File: config.mk
export PLATFORM = sky130hd
export DESIGN_NAME = mem_ctrl_flat
export DESIGN_NICKNAME = d
export VERILOG_FILES = /design/src/rtl/mem_ctrl_if.sv /design/src/rtl/mem_ctrl.sv /design/src/flat_wrapper.sv
export SDC_FILE = /design/constraint.sdc
export NUM_CORES = 2
export LEC_CHECK = 0
export CAP_MARGIN = 40
export CELL_PAD_IN_SITES_DETAIL_PLACEMENT = 1
export CELL_PAD_IN_SITES_GLOBAL_PLACEMENT = 1
export CORE_MARGIN = 3
export CORE_UTILIZATION = 55
export CTS_BUF_LIST = sky130_fd_sc_hd__clkbuf_8
export CTS_CLUSTER_SIZE = 40
export DETAILED_ROUTE_END_ITERATION = 8
export PLACE_DENSITY_LB_ADDON = 0.1
export SLEW_MARGIN = 0
export SYNTH_ARGS = -nofsm -noshare
export SYNTH_HDL_FRONTEND = slang
export SYNTH_SLANG_ARGS = --single-unit
File: constraint.sdc
create_clock -name clk -period 4.7 [get_ports clk]
set_input_delay 0.94 -clock clk [delete_from_list [all_inputs] [get_ports clk]]
set_output_delay 0.94 -clock clk [all_outputs]
set_load 0.005 [all_outputs]
File: src/rtl/mem_ctrl_if.sv
// mem_ctrl_if: request/response bus between a requester and mem_ctrl.
//
// Handshake: a request is accepted on a rising clk edge where req=1 and
// ready=1; wr/addr/wdata/be are sampled on that same edge. req is ignored
// while ready=0 (no queuing). Every accepted request produces exactly one
// one-cycle rvalid strobe; rdata and err are meaningful only while rvalid=1.
//
// Signals:
//   req, wr, addr[31:0], wdata[DATA_W-1:0], be[NB-1:0]  requester -> controller
//   ready, rvalid, rdata[DATA_W-1:0], err               controller -> requester
// Modports: master (requester side), slave (controller side).
interface mem_ctrl_if #(
    parameter int DATA_W = 32
);
    localparam int NB = DATA_W / 8;

    logic              req;
    logic              wr;
    logic [31:0]       addr;
    logic [DATA_W-1:0] wdata;
    logic [NB-1:0]     be;
    logic              ready;
    logic              rvalid;
    logic [DATA_W-1:0] rdata;
    logic              err;

    modport master (
        output req, wr, addr, wdata, be,
        input  ready, rvalid, rdata, err
    );

    modport slave (
        input  req, wr, addr, wdata, be,
        output ready, rvalid, rdata, err
    );
endinterface

File: src/rtl/mem_ctrl.sv
// mem_ctrl: single-port word memory behind a request/response handshake with
// a fixed, programmable access latency and byte-lane write enables.
//
// Parameters: DATA_W (multiple of 8, 8..64), DEPTH (words), WAIT_CYCLES (0..15).
// Ports:
//   clk        rising-edge clock
//   rst        asynchronous active-high reset
//   bus        mem_ctrl_if.slave (req/wr/addr/wdata/be in; ready/rvalid/rdata/err out)
//   dbg_state  current FSM state (0=IDLE, 1=WAIT, 2=RESP)
// Build option: MEM_RESET_CLEAR_EN -- when defined, rst also clears every
// array word; when undefined the array has no reset and maps to plain RAM.
module mem_ctrl #(
    parameter int DATA_W      = 32,
    parameter int DEPTH       = 64,
    parameter int WAIT_CYCLES = 2
) (
    input  logic        clk,
    input  logic        rst,
    mem_ctrl_if.slave   bus,
    output logic [1:0]  dbg_state
);
    localparam int NB  = DATA_W / 8;
    localparam int OFS = (NB > 1) ? $clog2(NB) : 0;
    localparam int AW  = (DEPTH > 1) ? $clog2(DEPTH) : 1;

    typedef enum logic [1:0] {
        IDLE = 2'd0,
        WAIT = 2'd1,
        RESP = 2'd2
    } state_t;

    state_t            state, next_state;
    logic [3:0]        cnt;
    logic              lat_wr;
    logic [31:0]       lat_addr;
    logic [DATA_W-1:0] lat_wdata;
    logic [NB-1:0]     lat_be;
    logic [DATA_W-1:0] rdata_q;
    logic              err_q;
    logic [DATA_W-1:0] mem [DEPTH];

    // Access currently being completed. With WAIT_CYCLES=0 the controller
    // goes straight from IDLE to RESP, so the request must be taken from the
    // bus on that edge rather than from the latch being loaded on it.
    logic              acc_wr;
    logic [31:0]       acc_addr;
    logic [DATA_W-1:0] acc_wdata;
    logic [NB-1:0]     acc_be;
    logic [31:0]       word_idx;
    logic [AW-1:0]     acc_idx;
    logic              addr_err;
    logic              enter_resp;
    logic              mem_we;

    always_comb begin
        acc_wr    = lat_wr;
        acc_addr  = lat_addr;
        acc_wdata = lat_wdata;
        acc_be    = lat_be;
        if (state == IDLE) begin
            acc_wr    = bus.wr;
            acc_addr  = bus.addr;
            acc_wdata = bus.wdata;
            acc_be    = bus.be;
        end
        word_idx = acc_addr >> OFS;
        acc_idx  = word_idx[AW-1:0];
        addr_err = (word_idx >= 32'(DEPTH)) || ((acc_addr & 32'(NB - 1)) != 32'd0);
    end

    // Next-state logic
    always_comb begin
        next_state = state;
        case (state)
            IDLE: if (bus.req) next_state = (WAIT_CYCLES > 0) ? WAIT : RESP;
            WAIT: if (cnt <= 4'd1) next_state = RESP;
            RESP: next_state = IDLE;
            default: next_state = IDLE;
        endcase
    end

    assign enter_resp = (next_state == RESP) && (state != RESP);
    assign mem_we     = enter_resp && acc_wr && !addr_err && !rst;

    assign bus.ready  = (state == IDLE);
    assign bus.rvalid = (state == RESP);
    assign bus.rdata  = rdata_q;
    assign bus.err    = err_q;
    assign dbg_state  = state;

    always_ff @(posedge clk or posedge rst) begin
        if (rst) begin
            state     <= IDLE;
            cnt       <= 4'd0;
            lat_wr    <= 1'b0;
            lat_addr  <= 32'd0;
            lat_wdata <= '0;
            lat_be    <= '0;
            rdata_q   <= '0;
            err_q     <= 1'b0;
        end else begin
            state <= next_state;
            if (state == IDLE && bus.req) begin
                lat_wr    <= bus.wr;
                lat_addr  <= bus.addr;
                lat_wdata <= bus.wdata;
                lat_be    <= bus.be;
                if (WAIT_CYCLES > 0) cnt <= 4'(WAIT_CYCLES);
            end else if (state == WAIT) begin
                cnt <= cnt - 4'd1;
            end
            // Response registers are non-zero only during the RESP cycle.
            rdata_q <= '0;
            err_q   <= 1'b0;
            if (enter_resp) begin
                err_q <= addr_err;
                if (!acc_wr && !addr_err) rdata_q <= mem[acc_idx];
            end
        end
    end

`ifdef MEM_RESET_CLEAR_EN
    always_ff @(posedge clk or posedge rst) begin
        if (rst) begin
            for (int i = 0; i < DEPTH; i++) mem[i] <= '0;
        end else if (mem_we) begin
            for (int i = 0; i < NB; i++)
                if (acc_be[i]) mem[acc_idx][8*i +: 8] <= acc_wdata[8*i +: 8];
        end
    end
`else
    always_ff @(posedge clk) begin
        if (mem_we) begin
            for (int i = 0; i < NB; i++)
                if (acc_be[i]) mem[acc_idx][8*i +: 8] <= acc_wdata[8*i +: 8];
        end
    end
`endif
endmodule

File: src/flat_wrapper.sv
// flat-port wrapper written by rule: the top's interface ports become plain ports
module mem_ctrl_flat 
#(
    parameter int DATA_W      = 32,
    parameter int DEPTH       = 64,
    parameter int WAIT_CYCLES = 2
)
  (clk, rst, dbg_state, bus_req, bus_wr, bus_addr, bus_wdata, bus_be, bus_ready, bus_rvalid, bus_rdata, bus_err);
  mem_ctrl_if #(.DATA_W(DATA_W)) bus_i ();
  input  logic clk;
  input  logic rst;
  output logic [1:0] dbg_state;
  input wire logic [$bits(bus_i.req)-1:0] bus_req;
  input wire logic [$bits(bus_i.wr)-1:0] bus_wr;
  input wire logic [$bits(bus_i.addr)-1:0] bus_addr;
  input wire logic [$bits(bus_i.wdata)-1:0] bus_wdata;
  input wire logic [$bits(bus_i.be)-1:0] bus_be;
  output wire logic [$bits(bus_i.ready)-1:0] bus_ready;
  output wire logic [$bits(bus_i.rvalid)-1:0] bus_rvalid;
  output wire logic [$bits(bus_i.rdata)-1:0] bus_rdata;
  output wire logic [$bits(bus_i.err)-1:0] bus_err;
  assign bus_i.req = bus_req;
  assign bus_i.wr = bus_wr;
  assign bus_i.addr = bus_addr;
  assign bus_i.wdata = bus_wdata;
  assign bus_i.be = bus_be;
  assign bus_ready = bus_i.ready;
  assign bus_rvalid = bus_i.rvalid;
  assign bus_rdata = bus_i.rdata;
  assign bus_err = bus_i.err;
  mem_ctrl #(.DATA_W(DATA_W), .DEPTH(DEPTH), .WAIT_CYCLES(WAIT_CYCLES)) u_core (.clk(clk), .rst(rst), .bus(bus_i), .dbg_state(dbg_state));
endmodule
## Yosys cells after proc, flatten, opt, wreduce, memory -nomap -nowiden

Memory sizes are Yosys's and may differ from the RTL's.
Cells that the tools add are included.

| storage, ports and cells | value |
|---|---|
| bits in registers | 108 |
| memory bits (writable) | 2048 |
| output and inout bits | 37 |
| memories kept | 1 |

Memories:

| name | depth | bits a word | rd ports | clocked after Yosys merged registers in | wr ports | line | text |
|---|---|---|---|---|---|---|---|
| u_core.mem | 64 | 32 | 1 | 0 | 1 | mem_ctrl.sv:40 | `logic [DATA_W-1:0] mem [DEPTH];` |

| operators by class | value |
|---|---|
| add/sub/neg operators | 1 |
| order comparisons | 2 |
| equality and inequality tests | 4 |
| muxes and demuxes | 24 |
| reductions and logical operators | 13 |

Operators by type and width:

| operator | count |
|---|---|
| $mux 32 | 4 |
| $reduce_bool 32->1 | 1 |
| $ge 30x7->1 const B | 1 |
| $mux 1 | 14 |
| $mux 4 | 3 |
| $logic_and 1x1->1 | 6 |
| $eq 2x2->1 const B | 2 |
| $le 4x1->1 const B | 1 |
| $mux 2 | 2 |
| $pmux 2 s2 | 1 |
| $sub 4x1->4 const B | 1 |
| $logic_not 1->1 | 3 |
| $eq 2x1->1 const B | 1 |
| $logic_not 2->1 | 1 |
| $ne 2x2->1 const B | 1 |
| $reduce_bool 2->1 | 1 |
| $logic_or 1x1->1 | 1 |

## Logic depth before layout (Yosys ltp)

| logic depth | value |
|---|---|
| word-level depth | 10 |
| gate-level depth with buffers | 13 |
| gate-level depth less buffers | 8 |

## Worst setup path before layout

OpenSTA, ideal clock, no wires.

| path | value |
|---|---|
| path kind | in2reg |
| start | input bus_addr[27] |
| end | memory u_core.mem[51][16], enable pin |
| setup time | 0.383 ns |
| data arrival time | 3.017 ns |
| path slack | 1.300 ns |
| stages on the path | 9 |
| path buffers | 2 |
| cells stage by stage | nor4_1 > nand4_1 > o21ai_0 > nand3_1 > or3_1 > a21o_1 > buf_2 > buf_2 > nor3_1 |

| on the way | value |
|---|---|
| cells in the longest elaborated chain, start to end | 8 |

RTL lines:

| item | line | text |
|---|---|---|
| from (decl) | flat_wrapper.sv:15 | `input wire logic [$bits(bus_i.addr)-1:0] bus_addr;` |
| $mux 32 | mem_ctrl.sv:60 | `if (state == IDLE) begin` |
| $ge 30x7->1 | mem_ctrl.sv:68 | `addr_err = (word_idx >= 32'(DEPTH)) \|\| ((acc_addr & 32'(NB - 1)) != 32'd0);` |
| $logic_or 1x1->1 | mem_ctrl.sv:68 |  |
| $logic_not 1->1 | mem_ctrl.sv:83 | `assign mem_we = enter_resp && acc_wr && !addr_err && !rst;` |
| $logic_and 1x1->1 (2 in series) | mem_ctrl.sv:83 |  |
| $mux 1 | mem_ctrl.sv:133 | `if (mem_we) begin` |
| $mux 1 (not written as such) | mem_ctrl.sv:135 | `if (acc_be[i]) mem[acc_idx][8*i +: 8] <= acc_wdata[8*i +: 8];` |
| to (decl) | mem_ctrl.sv:40 |  |

Every way passes these cells.

## Worst setup path in the final report

| path | value |
|---|---|
| start | register u_core.lat_addr[4] |
| end | register u_core.rdata_q[29] (netlist: u_core.bus.rdata[29]) |

| on the way | value |
|---|---|
| cells in the longest elaborated chain, start to end | 7 |
| elaborated cells between the ends (all ways) | 8 |
| classes of those cells | order compare (1); mux (3); reduce/logical (3); memory (1) |

RTL lines:

| item | line | text |
|---|---|---|
| from (decl) | mem_ctrl.sv:35 | `logic [31:0] lat_addr;` |
| from (signal assigned) | mem_ctrl.sv:105 | `lat_addr <= bus.addr;` |
| $mux 32 * | mem_ctrl.sv:60 |  |
| $ge 30x7->1 | mem_ctrl.sv:68 |  |
| $logic_or 1x1->1 | mem_ctrl.sv:68 |  |
| $logic_not 1->1 | mem_ctrl.sv:117 | `if (!acc_wr && !addr_err) rdata_q <= mem[acc_idx];` |
| $logic_and 1x1->1 | mem_ctrl.sv:117 |  |
| $mux 32 * | mem_ctrl.sv:117 |  |
| $mux 32 * | mem_ctrl.sv:115 | `if (enter_resp) begin` |
| to (signal assigned) | mem_ctrl.sv:117 |  |
| to (decl) | mem_ctrl.sv:38 | `logic [DATA_W-1:0] rdata_q;` |

Every way passes the cells marked *; elsewhere a longest branch is shown, timed or not.
A chain may end at the register's enable or synchronous reset.

==> reports/results.ini <==
[drt]
wirelength_mm = 317
vias_per_cell = 7.07
drt-initial-drc-count = 9304
num_vias = 60100
avgRoutedWirePerCell_um = 37.4
ant_nets = 0
drcViolationCount = 0
drt-pass1-iter-count = 8

[timing]
min_period_over_period_pct = 97.5
maxSlewViolCount = 0
finalSetupTns_ps = 0
setup_viol = 0
max_freq_mhz = 218
report.final.hold_viol_count = 0
min_period_ps = 4580
rsz0062_at_grt = false
finClkSkew_ps = 57.3
setup_ws_ps = 119
relSlewSlack_pct = 28.9
worstMarginPinSlew_ps = 1060

[clock_tree]
cts_hold_buf = 0
cts_resized = 0
cts.sinks = 2156
cts_made_buffers = 357
htreeDepth = 5
clock_path_buffers = 4
worstSkewPairLatency_ps = 1060
cts_setup_buffers = 0
root_buffer = clkbuf_8
path_clk_slew_ps = 70
cts_tree = done

[logic_synthesis]
syn_nets = 5595
synthArstFlopShare_pct = 5.01
ys_seq_area_share_pct = 78.0
synth_compound_area_share_pct = 10.8
synth_edf_count = 2048
syn_avg_cell_area_um2 = 14.9
synth-seq-cells = 2156
ys.flop_type = edfxtp_1
synth_xor_area_share_pct = 0.0106
syn_area_um2 = 82400
synthCells = 5521
synth_fa_ha_area_share_pct = 0.0304
yosysUniqueCellTypes = 86
muxShareOfSynthArea_pct = 0.315
yosysWarnings = 0
synth-simple-area-share_pct = 8.64
synth_top_family_by_area = compound AO/OA/AOI/OAI gates

[setup_path]
cp.buffers_inverters = 2
endpoint_kind = flop
critPathTopFamily = compound AO/OA/AOI/OAI gates
worstSetupPathType = flop to flop
critPathArrivalTime_ps = 5420
cp_slowest_stage_delay_ps = 670
crit_fanout = 26
startpoint_type = flop
slowest_stage = dfrtp_1
crit_chain = o21a_1 > a22oi_4 > buf_12 > buf_4 > nor2_1 > or4_1 > o21ai_1 > o2111ai_1 > nor4_1
required_ps = 5540

[flow_run]
max_cap_viol_count = 0

[power]
power_leakage_uw = 0.0336
p_per_area_nw_per_um2 = 654
ir_worst_vdd_mv = 0.864

[finish]
n_fill_cell = 13600
nets = 6370
layout-area-overhead-vs-synth_pct = 17.7
register_area_um2 = 64200
finalCoreUtilization_pct = 65.4
multiInputGateArea_um2 = 16600
drive_above_1_share_pct = 18.7
layout_common_cells = 2048 x edfxtp_1, 610 x buf_4, 556 x o22ai_1, 532 x nand2_1, 394 x nor2_1
final_common_cell = edfxtp_1

[floorplan]
die_h_um = 393
die_area_um2 = 154000
core.rowCount = 141
core_region_area_um2 = 148000
die_x_um = 393
start_util_pct = 55.6
io_pins = 109

[grt]
grt_pass1_wl_mm = 445
grt_pass1_vias = 61200
antenna_found_initial = 18
grt-ovfl-total = 0
grt_max_degree = 70
track_usage_pct = 40.9

[placed_design]
dp_hpwl_mm = 202
port_buffers = 108
gp_congestion = 0.933
post-place-ws_ps = -250

[hold_path]
worstHoldPathType = input pin to asynchronous set/reset pin

[run_status]
status = complete, no violations

-- metrics by stage --
stage / hold slack, ps / instance area, µm² / power [µW] / instances
after CTS: 363 / 96800 / 62500 / 8482
final: 404 / 96900 / 63300 / 8496
after global placement: 457 / 90200 / 46700 / 7841
after detailed placement: 463 / 90600 / 47800 / 7865
after floorplan: 445 / 82400 / 35700 / 5521
after global routing: 416 / 96900 / 64700 / 8489
-- cells in the mapped netlist (5+ instances only) --
cell | n | share of area, %
or3_1 | 18 | 0.14
buf_4 | 26 | 0.24
nor2b_1 | 14 | 0.11
dfrtp_1 | 108 | 3.3
buf_1 | 40 | 0.18
buf_2 | 195 | 1.2
a32oi_1 | 6 | 0.064
inv_1 | 5 | 0.023
a31o_2 | 5 | 0.053
or4_1 | 31 | 0.28
clkbuf_1 | 126 | 0.57
a21o_1 | 10 | 0.091
mux2i_1 | 18 | 0.22
nand2_1 | 584 | 2.7
a21oi_1 | 380 | 2.3
edfxtp_1 | 2048 | 75
o22ai_1 | 556 | 4.2
a2111oi_0 | 10 | 0.11
nor3_1 | 315 | 1.9
a32o_1 | 16 | 0.19
nand3_1 | 43 | 0.26
and3_1 | 16 | 0.12
o22a_1 | 76 | 0.81
and2_1 | 7 | 0.053
a211o_1 | 7 | 0.074
a211oi_1 | 15 | 0.14
a22oi_1 | 6 | 0.055
o2111ai_1 | 11 | 0.12
o31ai_1 | 27 | 0.25
o21ai_0 | 28 | 0.17
a311oi_1 | 11 | 0.12
a31oi_1 | 54 | 0.41
a21boi_0 | 25 | 0.23
o221ai_1 | 64 | 0.68
nor2_1 | 398 | 1.8
nor4_1 | 117 | 0.89
nand2_2 | 5 | 0.038
-- state kept, by name, summed over array words and instances, names as in the netlist --
| name | flops |
|---|---|
| u_core.lat_addr | 32 |
| u_core.dbg_state | 2 |
| u_core.bus.err | 1 |
| u_core.mem | 2048 |
| u_core.lat_wr | 1 |
| u_core.cnt | 4 |
| u_core.lat_wdata | 32 |
| u_core.bus.rdata | 32 |
| u_core.lat_be | 4 |
-- final timing paths --
path,from,cells past startpoint,slack (ps),to
setup / recovery,u_core.lat_addr[4]$_DFFE_PP0P_,9,120,u_core.bus.rdata[29]$_DFF_PP0_
setup reg to reg,u_core.lat_addr[4]$_DFFE_PP0P_,9,120,u_core.bus.rdata[29]$_DFF_PP0_
min in group clk,bus_be[2],3,470,u_core.lat_be[2]$_DFFE_PP0P_
hold reg to reg,u_core.lat_wdata[18]$_DFFE_PP0P_,2,480,u_core.lat_wdata[18]$_DFFE_PP0P_
hold / removal,rst,2,400,u_core.bus.rdata[24]$_DFF_PP0_
max in group asynchronous,rst,4,3240,u_core.bus.rdata[3]$_DFF_PP0_
-- cell type report --
cell class              count  share of cell area (%)
flip-flops and latches   2156                    66.3
multi-input cells        2968                    17.1
repair buffers            807                    7.65
clock buffers             380                    5.40
well taps                1930                    2.49
clock inverters           237                    1.02
inverters                   6                  0.0310
diodes                     12                  0.0310
-- worst reg2reg max path, delay by kind of cell, from the launching register on --
kind | cells | cell delay [ps]
DFF | 1 | 670
buffers and inverters | 2 | 610
AOI/OAI and AO/OA | 4 | 1860
and+or+nand+nor | 3 | 1260
-- cell families (layout without fill, tap and decap cells) --
kind of cell	after synthesis	in the layout
buffers and inverters	397	1430
AOI/OAI and AO/OA	1358	1358
DFF	2156	2156
xor gates and xnor gates	1	1
adders and majority gates	2	2
other	0	12
and+or+nand+nor	1584	1584
muxes	23	23
-- report_power, final --
group | switching [µW] | total [µW] | internal [µW] | leakage (µW)
combinational | 17300 | 23000 | 5680 | 0.00998
clock | 7450 | 15000 | 7510 | 0.00369
sequential | 260 | 25400 | 25100 | 0.0199
-- layer usage --
layer	GRT usage (%)	part of all wire, %	wire length (µm)	up-vias
met2	63.0	46	146000	4982
li1	-	-	-	23400
met4	24.4	6.7	21200	14
met5	0	0.031	99	-
met3	10.1	12	37900	1137
met1	53.0	35	112000	30600
Power figures use the tool's default switching activity.
